<file path="config.mk">
export PLATFORM = sky130hd
export DESIGN_NAME = barrel_shifter
export DESIGN_NICKNAME = d
export VERILOG_FILES = /design/src/rtl/barrel_shifter.sv
export SDC_FILE = /design/constraint.sdc
export NUM_CORES = 1
export LEC_CHECK = 0
export CAP_MARGIN = 20
export CORE_ASPECT_RATIO = 1.75
export CORE_MARGIN = 1
export CORE_UTILIZATION = 45
export CTS_BUF_LIST = sky130_fd_sc_hd__clkbuf_4
export CTS_CLUSTER_DIAMETER = 150
export DETAILED_ROUTE_END_ITERATION = 6
export GPL_TIMING_DRIVEN = 0
export PLACE_DENSITY = 0.86
export SLEW_MARGIN = 25
export SYNTH_ARGS = -nofsm -noshare
export SYNTH_HDL_FRONTEND = slang
export SYNTH_SLANG_ARGS = --single-unit
</file>
<file path="constraint.sdc">
create_clock -name clk -period 1 [get_ports clk]
set_clock_uncertainty 0.05 [all_clocks]
set_input_delay 0.2 -clock clk [delete_from_list [all_inputs] [get_ports clk]]
set_output_delay 0.2 -clock clk [all_outputs]
set_load 0.01 [all_outputs]
</file>
<file path="src/rtl/barrel_shifter.sv">
// barrel_shifter
// ---------------------------------------------------------------------------
// Registered 32-bit barrel shifter for the execute stage. It performs a logical
// left, logical right, arithmetic right or rotate right of a 32-bit operand by
// 0..31 positions. The result appears on q one clock after the operands are
// accepted.
//
// Ports
//   clk       in   1  rising-edge clock
//   rst_n     in   1  asynchronous active-low reset; clears q and out_valid
//   in_valid  in   1  capture the operands on this edge
//   a         in  32  operand to shift
//   shift     in   5  shift distance 0..31, unsigned
//   op        in   2  00 lsl, 01 lsr, 10 asr, 11 ror (or lsr, see below)
//   q         out 32  registered result
//   out_valid out  1  high for one cycle when q holds a new result
//
// Configuration macro: BARREL_SHIFTER_ROTATE_EN
//   defined   : op=11 performs rotate right
//   undefined : the rotate logic is left out and op=11 behaves as op=01
// ---------------------------------------------------------------------------
module barrel_shifter (
    input  logic        clk,
    input  logic        rst_n,
    input  logic        in_valid,
    input  logic [31:0] a,
    input  logic [4:0]  shift,
    input  logic [1:0]  op,
    output logic [31:0] q,
    output logic        out_valid
);

    localparam logic [1:0] OP_LSL = 2'b00;
    localparam logic [1:0] OP_LSR = 2'b01;
    localparam logic [1:0] OP_ASR = 2'b10;
    localparam logic [1:0] OP_ROR = 2'b11;

    // Reverses the bit order. Mirroring the operand and the result around the
    // right-shift network turns that network into a left shifter.
    function automatic logic [31:0] bit_reverse(input logic [31:0] x);
        logic [31:0] r;
        r = '0;
        for (int i = 0; i < 32; i++) begin
            r[i] = x[31 - i];
        end
        return r;
    endfunction

    logic        is_left;
    logic        fill;
    logic        rotate;
    logic [31:0] net_in;
    logic [31:0] st1;
    logic [31:0] st2;
    logic [31:0] st4;
    logic [31:0] st8;
    logic [31:0] st16;
    logic [31:0] result;

    // Decode the operation into controls for one shared right-shift network.
    // The fill bit is the value shifted into the vacated upper positions.
    // When rotating, the bits shifted out are wrapped around instead.
    always_comb begin
        is_left = 1'b0;
        fill    = 1'b0;
        rotate  = 1'b0;
        case (op)
            OP_LSL: is_left = 1'b1;
            OP_LSR: fill    = 1'b0;
            OP_ASR: fill    = a[31];
`ifdef BARREL_SHIFTER_ROTATE_EN
            OP_ROR: rotate  = 1'b1;
`else
            OP_ROR: fill    = 1'b0;
`endif
            default: fill   = 1'b0;
        endcase
        net_in = is_left ? bit_reverse(a) : a;
    end

    // Five logarithmic stages. Each shift bit selects one fixed distance, so a
    // shift of 0 passes the operand through untouched. No stage ever needs a
    // shift by 32.
`ifdef BARREL_SHIFTER_ROTATE_EN
    always_comb begin
        st1  = shift[0] ? {(rotate ? net_in[0]    : fill),      net_in[31:1]} : net_in;
        st2  = shift[1] ? {(rotate ? st1[1:0]     : {2{fill}}),  st1[31:2]}   : st1;
        st4  = shift[2] ? {(rotate ? st2[3:0]     : {4{fill}}),  st2[31:4]}   : st2;
        st8  = shift[3] ? {(rotate ? st4[7:0]     : {8{fill}}),  st4[31:8]}   : st4;
        st16 = shift[4] ? {(rotate ? st8[15:0]    : {16{fill}}), st8[31:16]}  : st8;
    end
`else
    always_comb begin
        st1  = shift[0] ? {fill,       net_in[31:1]} : net_in;
        st2  = shift[1] ? {{2{fill}},  st1[31:2]}    : st1;
        st4  = shift[2] ? {{4{fill}},  st2[31:4]}    : st2;
        st8  = shift[3] ? {{8{fill}},  st4[31:8]}    : st4;
        st16 = shift[4] ? {{16{fill}}, st8[31:16]}   : st8;
    end
`endif

    // Undo the input mirror for left shifts.
    always_comb begin
        result = is_left ? bit_reverse(st16) : st16;
    end

    // Output register. q only loads on accepted operands, so it holds its value
    // (and ignores any X on idle inputs) while in_valid is low. out_valid is the
    // one-cycle-delayed in_valid.
    always_ff @(posedge clk or negedge rst_n) begin
        if (!rst_n) begin
            q         <= 32'h0;
            out_valid <= 1'b0;
        end else begin
            out_valid <= in_valid;
            if (in_valid) begin
                q <= result;
            end
        end
    end

endmodule

</file>
==> results.md <==
- Setup TNS: -43.38 ns
- CTS Buf Count: 5
- Worst Max-Slew Pin Slew: 0.757 ns
- Via-to-Cell Ratio: 7.17
- Peak VDD IR: 0.000600 V
- Worst skew pair latency: 0.36 ns
- Die Y: 123 um
- Vias in the first global route: 4712
- CTS tree: built
- Row Count: 43
- Slew Viols, Final: 0
- Drc violations: 10
- Yosys top cell by area: dfrtp_1
- Leakage power figure: 2.24 nW
- Crit Reg-Reg Startpoint: q[19]$_DFFE_PN0P_
- Syn Nets: 467
- Top cell type's share of synthesized area: 0.219
- Max cap viols: 0
- Most frequent cells in the layout: buf_4, nand2_1, buf_2, mux4_2
- Layout cells sized above 1: 0.476
- Pre-CTS setup slack: -2.38 ns
- Critical Path RT: 1.18 ns
- EDFF count, synth: 0
- Wirelength per Cell: 26.7 um
- Yosys Warn Count: 0
- Hold/Removal Path Class: input port to register
- Initial Utilization: 0.471
- Drt total wl: 17600 um
- # IOs: 75
- Crit path from: op[1]
- Final hold violations: 0
- Core Footprint: 8020 um^2
- Startpoint Class: input port
- DRT iter0 DRCs: 454
- Global route total overflow: 0
- Cell Area, Synth: 3780 um^2
- Clock root buffer: clkbuf_4
- Top cells by area, synth: dfrtp_1, mux4_2, nand2_1, nor2_1, mux2i_1
- HP Start: in_valid
- I/O Buffers: 71
- FMAX: 435 MHz
- Vias: 4733
- Worst Path Arrival: 2.48 ns
- Remaining antenna violation count: 0
- Maximum clock path buffer count: 2
- Mean post-synth cell area: 8.89 um^2
- Largest net degree at the start of global routing: 34
- GRT Util Overall: 0.416
- DIE AREA: 8780 um^2
- Outcome: complete, but fails checks
- Top FF cell, synth: dfrtp_1
- First-pass GRT wire length: 26900 um
- Mapped Cells: 425
- RSZ-0062 raised after global routing: yes
- Netlist cell types: 67
- Total Nets Final: 610
- Max-slew headroom: 0.494
- Pwr dens: 1050 nW/um^2
- Initial antenna violation count: 1
- Seq/Total Area, Yosys: 0.219
- Yosys reg bits: 33
- Critical Path Sink Type: register
- Tmin final: 2.30 ns
- Final Cycle Share: 2.30
- Final setup margin: -1.30 ns
- H-tree depth: 2
- Clock Sinks: 33
- Critical path peak fanout: 4
- Area Overhead vs Synth: 48.5%
- Placer Congestion: 0.989
- Leading cell type in the layout, fill and taps excluded: buf_4
- Final Cell Area: 5610 um^2
- Drt pass-1 iters: 7
- CP Class: input port to register
- Post-place instance area: 4690 um^2
- CTS clk-pin slew, worst paths: 0.12 ns
- Failing checks: DRC, setup timing
- Setup violators final: 65
- DIE WIDTH: 71.3 um
- HPWL after DPL: 13000 um
- Ys async rst share: 1.00
final timing paths:
check                      slack (ns)  cells past startpoint                   to
setup / recovery                -1.30                     11     q[9]$_DFFE_PN0P_
hold / removal                   0.24                      1  out_valid$_DFF_PN0_
setup reg to reg                -0.24                      4    q[19]$_DFFE_PN0P_
hold reg to reg                  0.46                      2    q[22]$_DFFE_PN0P_
max in group asynchronous        0.28                      2    q[28]$_DFFE_PN0P_
min in group asynchronous        0.28                      2    q[31]$_DFFE_PN0P_
cell usage after synthesis (7+ instances only):
library cell   n
o21ai_0       21
mux4_2        34
a21oi_1       17
a31oi_1        7
nor3_1         9
buf_2          7
nor2_1        40
dfrtp_1       33
mux2i_1       13
nand3_1        9
clkbuf_1      20
o22ai_1       13
a22oi_1       16
nand2_1       59
state kept, by name, summed over array words and instances (netlist names):
name       count
out_valid      1
q             32
where the power goes:
group / total [mW] / leakage [nW] / internal [mW] / switching (mW)
clock network: 0.813 / 0.0354 / 0.294 / 0.518
registers: 1.63 / 0.402 / 1.52 / 0.102
logic: 3.44 / 1.81 / 1.62 / 1.81
total: 5.88 / 2.24 / 3.44 / 2.43
routing by layer:
metal | vias up | GRT usage | routed length [um]
met5 | - | 0 | 0
met4 | 0 | 0.409 | 1850
met3 | 120 | 0.0970 | 1180
met2 | 327 | 0.722 | 9110
met1 | 2294 | 0.390 | 5470
li1 | 1992 | - | -
repair_timing:
| action | in CTS | in global routing |
|---|---|---|
| endpoints found under the hold margin | 33 | 0 |
| endpoints found under the setup margin | 65 | 98 |
| buffers inserted | 57 | 15 |
| gates resized for setup | 253 | 30 |
| hold buffers | 1 | 0 |
| cloned | 0 | 0 |
| pin swaps | 37 | 22 |
layout make-up:
class	instances	area (um^2)
Antenna cell	1	2.50
Buffer	37	251
Clock buffer	6	45.0
Clock inverter	2	10.0
Fill cell	659	2400
Inverter	7	30.0
Multi-Input combinational cell	347	3220
Sequential cell	33	826
Tap cell	90	113
Timing Repair Buffer	137	1110
critical path, stage by stage:
cell and delay [ns]:
buf_6 0.10, buf_8 0.11, nor2_4 0.13, buf_12 0.13
buf_12 0.10, mux4_2 0.55, mux4_2 0.55, nand2_2 0.10
a21oi_2 0.06, a221oi_2 0.27, o221ai_1 0.18
through the flow:
step,hold WS [ns],total power [mW],utilization,std cells
after floorplan,-0.146,3.17,-,425
after global placement,0.430,4.30,0.586,586
after detailed placement,0.249,4.32,0.586,586
after CTS,0.244,5.54,0.672,646
after global routing,0.271,6.09,0.700,660
final,0.242,5.88,0.700,660
cells by family after synthesis:
| family | share of synthesized area |
|---|---|
| AOI/OAI and AO/OA | 0.285 |
| buffers and inverters | 0.0583 |
| DFF | 0.219 |
| muxes | 0.269 |
| and+or+nand+nor | 0.169 |
No activity file was read; power rests on OpenSTA's default activity.
